File: config.mk
export PLATFORM = sky130hd
export DESIGN_NAME = clock_set_ctrl
export DESIGN_NICKNAME = d
export VERILOG_FILES = /design/src/rtl/clock_pkg.sv /design/src/rtl/key_debounce.sv /design/src/rtl/clock_set_ctrl.sv
export SDC_FILE = /design/constraint.sdc
export NUM_CORES = 1
export LEC_CHECK = 0
export BUFFER_PORTS_ARGS = -buffer_cell sky130_fd_sc_hd__buf_4
export CORE_MARGIN = 5
export CORE_UTILIZATION = 59
export DETAILED_ROUTE_END_ITERATION = 8
export GPL_ROUTABILITY_DRIVEN = 0
export PLACE_DENSITY = 0.87
export RECOVER_POWER = 50
export SYNTH_ARGS = -nofsm -noshare
export SYNTH_HDL_FRONTEND = slang
export SYNTH_HIERARCHICAL = 1
export SYNTH_SLANG_ARGS = --single-unit
File: constraint.sdc
create_clock -name clk -period 2.6 [get_ports clk]
set_input_delay 0 -clock clk [delete_from_list [all_inputs] [get_ports clk]]
set_output_delay 0 -clock clk [all_outputs]
set_load 0.02 [all_outputs]
File: src/rtl/clock_pkg.sv
// Shared definitions for the clock time-setting controller.
// Holds the state encoding, the field limits and bit positions of the packed
// {hour,min,sec} time word, and small helpers for wrapped editing and blink masks.
package clock_pkg;

    typedef enum logic [1:0] {
        ST_RUN  = 2'd0,
        ST_HOUR = 2'd1,
        ST_MIN  = 2'd2,
        ST_SEC  = 2'd3
    } state_e;

    localparam int unsigned TIME_W  = 24;
    localparam int unsigned FIELD_W = 8;

    localparam logic [FIELD_W-1:0] HOUR_MAX = 8'd23;
    localparam logic [FIELD_W-1:0] MIN_MAX  = 8'd59;
    localparam logic [FIELD_W-1:0] SEC_MAX  = 8'd59;

    localparam int unsigned HOUR_HI = 23;
    localparam int unsigned HOUR_LO = 16;
    localparam int unsigned MIN_HI  = 15;
    localparam int unsigned MIN_LO  = 8;
    localparam int unsigned SEC_HI  = 7;
    localparam int unsigned SEC_LO  = 0;

    // One step up or down inside 0..max, wrapping at both ends.
    function automatic logic [FIELD_W-1:0] wrap_step(input logic [FIELD_W-1:0] val,
                                                     input logic [FIELD_W-1:0] max,
                                                     input logic               up);
        if (up) begin
            return (val >= max) ? 8'd0 : val + 8'd1;
        end
        return (val == 8'd0) ? max : val - 8'd1;
    endfunction

    // Display blank mask {hour,min,sec} for the field edited in a given state.
    function automatic logic [2:0] field_mask(input state_e st);
        case (st)
            ST_HOUR: return 3'b100;
            ST_MIN:  return 3'b010;
            ST_SEC:  return 3'b001;
            default: return 3'b000;
        endcase
    endfunction

endpackage

File: src/rtl/key_debounce.sv
// Debouncer for one active-low push key.
// Ports:
//   clk, rst_n  clock and synchronous active-low reset
//   key_n_i     raw asynchronous key, low = pressed
//   press_o     one-cycle pulse when a debounced press is accepted
// The accepted level changes only after DB_CNT consecutive samples that differ
// from it. Press-to-pulse latency is DB_CNT+3 cycles; releases make no pulse.
module key_debounce #(
    parameter int unsigned DB_CNT = 1_000_000
) (
    input  logic clk,
    input  logic rst_n,
    input  logic key_n_i,
    output logic press_o
);

    localparam int unsigned CW = $clog2(DB_CNT + 1);

    logic          sync1_q;
    logic          sync2_q;
    logic          level_q;
    logic          level_dly_q;
    logic [CW-1:0] cnt_q;
    logic          press_q;

    // Synchroniser, stability filter and falling-edge detector.
    always_ff @(posedge clk) begin
        if (!rst_n) begin
            sync1_q     <= 1'b1;
            sync2_q     <= 1'b1;
            level_q     <= 1'b1;
            level_dly_q <= 1'b1;
            cnt_q       <= '0;
            press_q     <= 1'b0;
        end else begin
            sync1_q <= key_n_i;
            sync2_q <= sync1_q;
            if (sync2_q != level_q) begin
                if (cnt_q == CW'(DB_CNT - 1)) begin
                    level_q <= sync2_q;
                    cnt_q   <= '0;
                end else begin
                    cnt_q <= cnt_q + CW'(1);
                end
            end else begin
                cnt_q <= '0;
            end
            level_dly_q <= level_q;
            press_q     <= level_dly_q & ~level_q;
        end
    end

    assign press_o = press_q;

endmodule

File: src/rtl/clock_set_ctrl.sv
// Time-setting controller for the digital clock.
// Ports:
//   clk, rst_n                  clock and synchronous active-low reset
//   key_mode, key_inc, key_dec  raw active-low keys
//   time_in                     live time {hour,min,sec} from the counter
//   set_en                      counter hold while any field is being set
//   load, load_data             one-cycle load of the edited time into the counter
//   disp_data                   time to show: live in RUN, shadow while setting
//   blink                       blank mask {hour,min,sec}, 1 = field dark
//   mode                        0 RUN, 1 SET_HOUR, 2 SET_MIN, 3 SET_SEC
module clock_set_ctrl
    import clock_pkg::*;
#(
    parameter int unsigned DB_CNT    = 1_000_000,
    parameter int unsigned BLINK_CNT = 12_500_000
) (
    input  logic              clk,
    input  logic              rst_n,
    input  logic              key_mode,
    input  logic              key_inc,
    input  logic              key_dec,
    input  logic [TIME_W-1:0] time_in,
    output logic              set_en,
    output logic              load,
    output logic [TIME_W-1:0] load_data,
    output logic [TIME_W-1:0] disp_data,
    output logic [2:0]        blink,
    output logic [1:0]        mode
);

    localparam int unsigned BW = $clog2(BLINK_CNT + 1);

    logic              mode_p;
    logic              inc_p;
    logic              dec_p;

    state_e            state_q;
    logic [TIME_W-1:0] shadow_q;
    logic              load_q;
    logic              set_en_q;
    logic [2:0]        blink_q;
    logic [BW-1:0]     blink_cnt_q;
    logic              phase_q;
    logic [TIME_W-1:0] disp_q;

    key_debounce #(.DB_CNT(DB_CNT)) u_mode (
        .clk     (clk),
        .rst_n   (rst_n),
        .key_n_i (key_mode),
        .press_o (mode_p)
    );

    key_debounce #(.DB_CNT(DB_CNT)) u_inc (
        .clk     (clk),
        .rst_n   (rst_n),
        .key_n_i (key_inc),
        .press_o (inc_p)
    );

    key_debounce #(.DB_CNT(DB_CNT)) u_dec (
        .clk     (clk),
        .rst_n   (rst_n),
        .key_n_i (key_dec),
        .press_o (dec_p)
    );

    // Mode FSM with shadow editing, load strobe and blink timer.
    // Priority inside a SET state: mode pulse, then a lone inc/dec, then blink timing.
    always_ff @(posedge clk) begin
        if (!rst_n) begin
            state_q     <= ST_RUN;
            shadow_q    <= '0;
            load_q      <= 1'b0;
            set_en_q    <= 1'b0;
            blink_q     <= '0;
            blink_cnt_q <= '0;
            phase_q     <= 1'b0;
        end else begin
            load_q <= 1'b0;
            if (state_q == ST_RUN) begin
                blink_q     <= '0;
                blink_cnt_q <= '0;
                phase_q     <= 1'b0;
                if (mode_p) begin
                    state_q  <= ST_HOUR;
                    shadow_q <= time_in;
                    set_en_q <= 1'b1;
                end
            end else if (mode_p) begin
                blink_q     <= '0;
                blink_cnt_q <= '0;
                phase_q     <= 1'b0;
                case (state_q)
                    ST_HOUR: state_q <= ST_MIN;
                    ST_MIN:  state_q <= ST_SEC;
                    default: begin
                        state_q  <= ST_RUN;
                        set_en_q <= 1'b0;
                        load_q   <= 1'b1;
                    end
                endcase
            end else if (inc_p ^ dec_p) begin
                // An accepted edit restarts the blink so the field is visible at once.
                blink_q     <= '0;
                blink_cnt_q <= '0;
                phase_q     <= 1'b0;
                case (state_q)
                    ST_HOUR: shadow_q[HOUR_HI:HOUR_LO] <=
                        wrap_step(shadow_q[HOUR_HI:HOUR_LO], HOUR_MAX, inc_p);
                    ST_MIN:  shadow_q[MIN_HI:MIN_LO] <=
                        wrap_step(shadow_q[MIN_HI:MIN_LO], MIN_MAX, inc_p);
                    default: shadow_q[SEC_HI:SEC_LO] <=
                        wrap_step(shadow_q[SEC_HI:SEC_LO], SEC_MAX, inc_p);
                endcase
            end else if (blink_cnt_q == BW'(BLINK_CNT - 1)) begin
                blink_cnt_q <= '0;
                phase_q     <= ~phase_q;
                blink_q     <= phase_q ? 3'b000 : field_mask(state_q);
            end else begin
                blink_cnt_q <= blink_cnt_q + BW'(1);
            end
        end
    end

    // Display source select.
    always_ff @(posedge clk) begin
        if (!rst_n) begin
            disp_q <= '0;
        end else begin
            disp_q <= (state_q == ST_RUN) ? time_in : shadow_q;
        end
    end

    assign set_en    = set_en_q;
    assign load      = load_q;
    assign load_data = shadow_q;
    assign disp_data = disp_q;
    assign blink     = blink_q;
    assign mode      = state_q;

endmodule

==> metrics.md, run 1 <==
| Metric | Value |
|---|---|
| Reg2reg end | load_data[14] |
| CTS clk-pin slew, worst paths | 0.06 ns |
| Switch Pwr | 0.00105 W |
| #FFs+latches synth | 155 |
| Io pins | 84 |
| Max-cap violations | 0 |
| Clock sinks | 155 |
| Final Cycle Share | between 80% and 90% |
| Synth top area share | 41.1% |
| Final setup TNS | 0 ns |
| Number of synthesis warnings | 6 |
| Routed Antenna Nets | 0 |
| Ant diodes | 0 |
| DR DRC count | 0 |
| Worst Reg-to-Reg Cells | 6 |
| Worst-path maximum fanout | 17 |
| Worst-Margin Slew | 0.975 ns |
| Crit path DAT | 2.55 ns |
| Die Y | roughly 120 um |
| Final-layout fill cell count | 1003 |
| LEAKAGE | 3.18 nW |
| Sequential share of the synthesized area | around two fifths |
| Drt via density | 5.67 |
| Layout cell share with drive strength beyond 1 | 8.99% |
| Core Box Area | 12600 um^2 |
| Hold Crit Class | in -> reg |
| Worst setup EP type | flop |
| Gr ovfl total | 0 |
| Ys flop type | dfxtp_1 |
| Clock tree buffer depth | 2 |
| Rows | 41 |
| TritonCTS clock tree | done |
| Total wire length | 17100 um |
| Final nets | 1012 |
| Slew headroom | 35.0% |
| Root Buffer | clkbuf_16 |
| Area of the multi-input gates | a little over 4000 um^2 |
| Top cells by area, synth | dfxtp_1 41%, nor2_1 4.3%, xnor2_1 4.3%, a21oi_1 3.7%, xor2_1 3.5% |
| Clock buffer count from CTS | 17 |
| WL per Instance | roughly 15 um |
| Worst setup startpoint | mode[1] |
| Top cells by count, synth | 155 x dfxtp_1, 87 x nor2_1, 58 x nand2_1 |
| Clock share of power | 48.0% |
| Post-Syn Nets | 913 |
| Syn_area_per_cell | 8.70 um^2 |
| Pwr dens | 561 nW/um^2 |
| Final setup vio count | 0 |
| Final Skew | 0.00457 ns |
| Internal power | 0.00395 W |
| H-tree depth | 4 |
| GRT Total Usage | a little under a quarter |
| P&R area growth vs syn | 17.9% |
| DIE AREA | 15200 um^2 |
| Sw frac | 21.0% |
| Detailed Routing Iterations Pass 1 | 6 |
| Min Hold Slack | approximately 0.32 ns |
| IO Port Bufs | 83 |
| Req. time, crit path | 2.97 ns |
| Register area | 3100 um^2 |
| R2r startpoint | mode[1] |
| Combinational share of power | 3.8% |
| Worst vdd ir | around 0.00053 V |
| Share of flip-flops with an asynchronous set or reset | 0% |
| Vias in the first global route | 6103 |
| Critical path endpoint | load_data[14] |
| Critical path class | reg -> reg |
| Initial antenna violation count | 0 |
| DIE WIDTH | 123 um |
| HPWL after DPL | 11300 um |
| Via count | 6530 |
| Synth Instances | 868 |
| Final hold violations | 0 |
| Initial Util | 60.1% |
| Fin crit period | 2.18 ns |
| RSZ-0062 raised after global routing | false |
| Top-count cell post-synth | dfxtp_1 |
| Status | completed |
| Number of synthesized flops with an enable pin | 0 |
| Reg2Reg Setup Slack | 0.42 ns |
| Fmax | around 460 MHz |
| Synthesized area | 7550 um^2 |
| Final Max Slew Viols | 0 |
| Worst skew pair latency | 0.43 ns |
| Pin count of the biggest net entering global routing | 54 |
| Netlist cell types | 70 |
| Iteration-0 DRC Markers | 614 |
| Reg power frac | 48.2% |
| First-pass GRT wire length | 28400 um |
| Crit path launch type | flop |
| Leading area contributor after synthesis | dfxtp_1 |
[state kept, by name, summed over array words and instances, names as in the netlist, 2 cells and up]
| register | cells |
|---|---|
| disp_data | 24 |
| load_data | 24 |
| blink_cnt_q | 24 |
| mode | 2 |
| u_inc/cnt_q | 20 |
| blink | 3 |
| u_dec/cnt_q | 20 |
| u_mode/cnt_q | 20 |
[critical path, stage by stage (launching register included)]
cell	delay, ns
dfxtp_1	0.35
inv_1	0.12
ha_2	0.34
clkbuf_1	0.72
nand2_1	0.21
a21oi_1	0.18
o221a_2	0.20
[power groups by stage]
stage / combinational, W / sequential, W / clock [W]
finish: 0.000189 / 0.00241 / 0.00240
floorplan: 0.0000561 / 0.00249 / 0
global placement: 0.000166 / 0.00246 / 0
detailed placement: 0.000167 / 0.00246 / 0
global route: 0.000205 / 0.00241 / 0.00256
CTS: 0.000204 / 0.00241 / 0.00244
[routing by layer]
metal | routed length, um | GRT usage (%) | up-vias
met4 | 271 | 7.27 | 0
met3 | 1200 | 6.77 | 30
met2 | 8370 | 38.6 | 183
met1 | 7200 | 28.8 | 3048
met5 | 0 | 0 | -
li1 | - | - | 3269
[how the worst min path moves through the flow]
stage / from / to / slack [ns] / depth (start not counted)
after global routing: key_inc / u_inc/sync1_q / 0.33 / 3
after CTS: key_inc / u_inc/sync1_q / 0.29 / 3
after floorplan: rst_n / u_dec/sync2_q / 0.07 / 1
after global placement: key_dec / u_dec/sync1_q / 0.18 / 2
after detailed placement: key_dec / u_dec/sync1_q / 0.19 / 2
final: key_inc / u_inc/sync1_q / 0.32 / 3
[cell families after synthesis]
group / count (synthesis) / share of synthesized area (%)
simple gates: 368 / 27.0
compound gates: 167 / 14.0
flops: 155 / 41.1
buf+inv: 69 / 4.04
xor+xnor: 67 / 7.77
mux: 26 / 3.46
fa+ha+maj: 16 / 2.65
[cell type report]
class,instances,share of cell area [%]
multi-input cells,644,46.5
flip-flops and latches,155,34.8
repair buffers,121,8.58
clock buffers,20,5.13
well taps,172,2.42
clock inverters,11,1.35
inverters,28,1.18
[through the flow]
| stage | cells | cell area, um^2 | setup WS, ns | utilization (%) | power (W) |
|---|---|---|---|---|---|
| after global routing | 1151 | 8910 | 0.239 | 70.9 | 0.00517 |
| after detailed placement | 1090 | 8260 | 0.520 | 65.7 | 0.00263 |
| final | 1151 | 8910 | 0.420 | 70.9 | 0.00500 |
| after floorplan | 868 | 7550 | 0.558 | - | 0.00254 |
| after CTS | 1151 | 9140 | 0.485 | 72.7 | 0.00505 |
| after global placement | 1090 | 8260 | 0.570 | 65.7 | 0.00263 |
[repair_timing]
action / 4_1_cts / 5_1_grt
gates resized for setup: 0 / 0
hold endpoints to repair: 49 / 0
buffers inserted: 0 / 0
hold buffers: 30 / 0
[cells in the final DEF (no fill, tap or decap), types with 31 or more instances in the layout]
| cell | count |
|---|---|
| nor2_1 | 87 |
| xnor2_1 | 37 |
| nand3_1 | 47 |
| dfxtp_1 | 155 |
| nand2_1 | 58 |
| a21oi_1 | 56 |
| o21ai_0 | 40 |
| clkbuf_1 | 58 |
| buf_4 | 32 |
| nor2b_1 | 31 |
(Power assumes the default switching activity.)
==> run 2, diff against run 1 <==
--- a/config.mk
+++ b/config.mk
@@ -7,10 +7,10 @@
 export LEC_CHECK = 0
 export BUFFER_PORTS_ARGS = -buffer_cell sky130_fd_sc_hd__buf_4
 export CORE_MARGIN = 5
-export CORE_UTILIZATION = 59
+export CORE_UTILIZATION = 53
 export DETAILED_ROUTE_END_ITERATION = 8
 export GPL_ROUTABILITY_DRIVEN = 0
-export PLACE_DENSITY = 0.87
+export PLACE_DENSITY = 0.83
 export RECOVER_POWER = 50
 export SYNTH_ARGS = -nofsm -noshare
 export SYNTH_HDL_FRONTEND = slang
==> constraint.sdc (replaced) <==
create_clock -name clk -period 2 [get_ports clk]
set_input_delay 0 -clock clk [delete_from_list [all_inputs] [get_ports clk]]
set_output_delay 0 -clock clk [all_outputs]
set_load 0.02 [all_outputs]
==> run 2 against run 1 <==
  * Register-to-register slack lost 0.32 ns
  * First-iteration DRC count shrank 20%
  * Critical path depth grew 1
  * Largest cell class unchanged
==> metrics.md, run 2 (synthesis gave the netlist of run 1 again) <==
| Metric | Value |
|---|---|
| Status | completed (unchanged) |
| DR DRC count | 0 (unchanged) |
| Switch Pwr | 0.00140 W (was 0.00105 W) |
| DIE AREA | 16700 um^2 (was 15200 um^2) |
| Hold Crit Class | in -> reg (unchanged) |
| Worst vdd ir | 0.000652 V (was 0.000531 V) |
| Layout cell share with drive strength beyond 1 | 14.3% (was 8.99%) |
| Iteration-0 DRC Markers | 494 (was 614) |
| Final Cycle Share | 95.2% (was 83.9%) |
| Via count | 6737 (was 6530) |
| Pin count of the biggest net entering global routing | 34 (was 54) |
| Fmax | 525 MHz (was 459 MHz) |
| Root Buffer | clkbuf_16 (unchanged) |
| CTS clk-pin slew, worst paths | 0.06 ns (about the same) |
| Slowest-stage cell, CP | or4b_4 (was clkbuf_1) |
| Top delay family on crit path | simple AND/OR/NAND/NOR gates (was buffers and inverters) |
| TritonCTS clock tree | done (unchanged) |
| Req. time, crit path | 2.36 ns (was 2.97 ns) |
| Most common library cell in the layout ignoring fill and taps | dfxtp_1 (unchanged) |
| Hold path start | time_in[22] (was key_inc) |
| Worst-path maximum fanout | 5 (was 17) |
| Vias in the first global route | 6375 (was 6103) |
| Commonest non-fill, non-tap cells in the layout | 153 x dfxtp_1, 85 x nor2_1, 69 x buf_4 (was 155 x dfxtp_1, 87 x nor2_1, 58 x nand2_1, 58 x clkbuf_1, 56 x a21oi_1) |
| Final Max Slew Viols | 0 (unchanged) |
| Reg power frac | 47.9% (was 48.2%) |
| Worst skew pair latency | 0.43 ns (about the same) |
| Clock sinks | 155 (unchanged) |
| Gr ovfl total | 0 (unchanged) |
| Sw frac | 21.4% (was 21.0%) |
| GRT Total Usage | 21.4% (was 23.1%) |
| Routed Antenna Nets | 0 (unchanged) |
| Final hold violations | 0 (unchanged) |
| H-tree depth | 4 (unchanged) |
| Fin crit period | 1.90 ns (was 2.18 ns) |
| Hold path cells | 4 (was 3) |
| Worst Reg-to-Reg Cells | 7 (was 6) |
| Core Box Area | 13900 um^2 (was 12600 um^2) |
| IO Port Bufs | 83 (unchanged) |
| Combinational share of power | 3.9% (was 3.8%) |
| Detailed Routing Iterations Pass 1 | 6 (unchanged) |
| Clock tree buffer depth | 2 (unchanged) |
| Max-cap violations | 0 (unchanged) |
| Slew headroom | 52.3% (was 35.0%) |
| Final nets | 1053 (was 1012) |
| DIE WIDTH | 129 um (was 123 um) |
| RSZ-0062 raised after global routing | false (unchanged) |
| P&R area growth vs syn | 23.6% (was 17.9%) |
| Clock buffer count from CTS | 17 (unchanged) |
| Final setup vio count | 0 (unchanged) |
| WL per Instance | 14.9 um (was 14.8 um) |
| Worst setup EP type | flop (unchanged) |
| First-pass GRT wire length | 29400 um (was 28400 um) |
| Io pins | 84 (unchanged) |
| Hold EP | disp_data[22] (was u_inc/sync1_q) |
| R2r startpoint | load_data[17] (was mode[1]) |
| Buf/Inv on CP | 1 (was 2) |
| Reg2reg end | load_data[22] (was load_data[14]) |
| Final Skew | 0.00921 ns (was 0.00457 ns) |
| Rows | 43 (was 41) |
| Internal power | 0.00514 W (was 0.00395 W) |
| Reg2Reg Setup Slack | 0.1 ns (was 0.42 ns) |
| Crit path launch type | flop (unchanged) |
| Final setup TNS | 0 ns (unchanged) |
| Initial antenna violation count | 0 (unchanged) |
| Clock share of power | 48.1% (was 48.0%) |
| Cell mode on critical path | a21oi_1 |
| Critical path class | reg -> reg (unchanged) |
| Die Y | 129 um (was 123 um) |
| Final non-filler cell total | 1200 (was 1151) |
| Worst-Margin Slew | 0.716 ns (was 0.975 ns) |
| Drt via density | 5.61 (was 5.67) |
| Placed cell count | 1137 (was 1090) |
| Total wire length | 17900 um (was 17100 um) |
| Initial Util | 54.2% (was 60.1%) |
| LEAKAGE | 3.46 nW (was 3.18 nW) |
| Min Hold Slack | 0.395 ns (was 0.318 ns) |
| Crit-path max cell delay | 0.48 ns (was 0.72 ns) |
| Crit path DAT | 2.26 ns (was 2.55 ns) |
| Pwr dens | 700 nW/um^2 (was 561 nW/um^2) |
| Ant diodes | 0 (unchanged) |
| HPWL after DPL | 12200 um (was 11300 um) |
| Crit path cell chain | inv_1 > ha_4 > or4b_4 > or4b_1 > a21oi_1 > a21oi_1 > a21oi_1 (was inv_1 > ha_2 > clkbuf_1 > nand2_1 > a21oi_1 > o221a_2) |
## run 2: worst max path at each step
stage                       start            end  slack (ns)  cells past startpoint
floorplan                 mode[1]   load_data[2]       0.007                      7
global placement    load_data[16]  load_data[22]        0.08                      7
detailed placement  load_data[16]  load_data[22]        0.04                      7
CTS                 load_data[16]  load_data[22]        0.02                      7
global route              mode[1]   load_data[4]      0.0001                      7
finish              load_data[17]  load_data[22]         0.1                      7
## run 2: layout make-up
| cell class | instances | area (um^2) |
|---|---|---|
| Fill cell | 1110 | 4600 |
| Multi-Input combinational cell | 644 | 4190 |
| Sequential cell | 155 | 3110 |
| Timing Repair Buffer | 162 | 1130 |
| Clock buffer | 20 | 457 |
| Tap cell | 180 | 225 |
| Clock inverter | 11 | 119 |
| Inverter | 28 | 105 |
## run 2: what timing repair did
item	4_1_cts	5_1_grt
setup buffers	0	1
endpoints found under the hold margin	49	0
gates resized for setup	0	9
setup endpoints to repair	0	13
hold buffers	31	0
## run 2: stage by stage
| stage | setup WS (ns) | utilization [%] | instance area [um^2] | power, W |
|---|---|---|---|---|
| after detailed placement | 0.0408 | 61.9 | 8620 | 0.00343 |
| after global placement | 0.0825 | 61.9 | 8620 | 0.00343 |
| after global routing | 0.000149 | 67.0 | 9340 | 0.00675 |
| final | 0.0962 | 67.0 | 9340 | 0.00654 |
| after CTS | 0.0195 | 68.2 | 9510 | 0.00660 |
| after floorplan | 0.00725 | - | 7560 | 0.00331 |
## run 2: power groups by stage
stage	Combinational, W	Clock, W	Sequential, W
floorplan	0.0000729	0	0.00323
global route	0.000276	0.00334	0.00313
CTS	0.000277	0.00318	0.00313
global placement	0.000225	0	0.00320
detailed placement	0.000228	0	0.00320
finish	0.000257	0.00315	0.00313
## run 2: layer usage
| layer | global-route usage [%] | part of all wire, % | vias to the layer above |
|---|---|---|---|
| met5 | 0 | 0 | - |
| met4 | 9.14 | 1.8 | 0 |
| met3 | 5.19 | 6.6 | 34 |
| met2 | 35.8 | 48 | 210 |
| met1 | 26.5 | 43 | 3131 |
| li1 | - | - | 3362 |
## run 2: tightest hold or removal path, cell delays in order
cell	delay (ns)
dlygate4sd3_1	0.53
buf_4	0.11
mux2i_1	0.06
nor2b_1	0.09
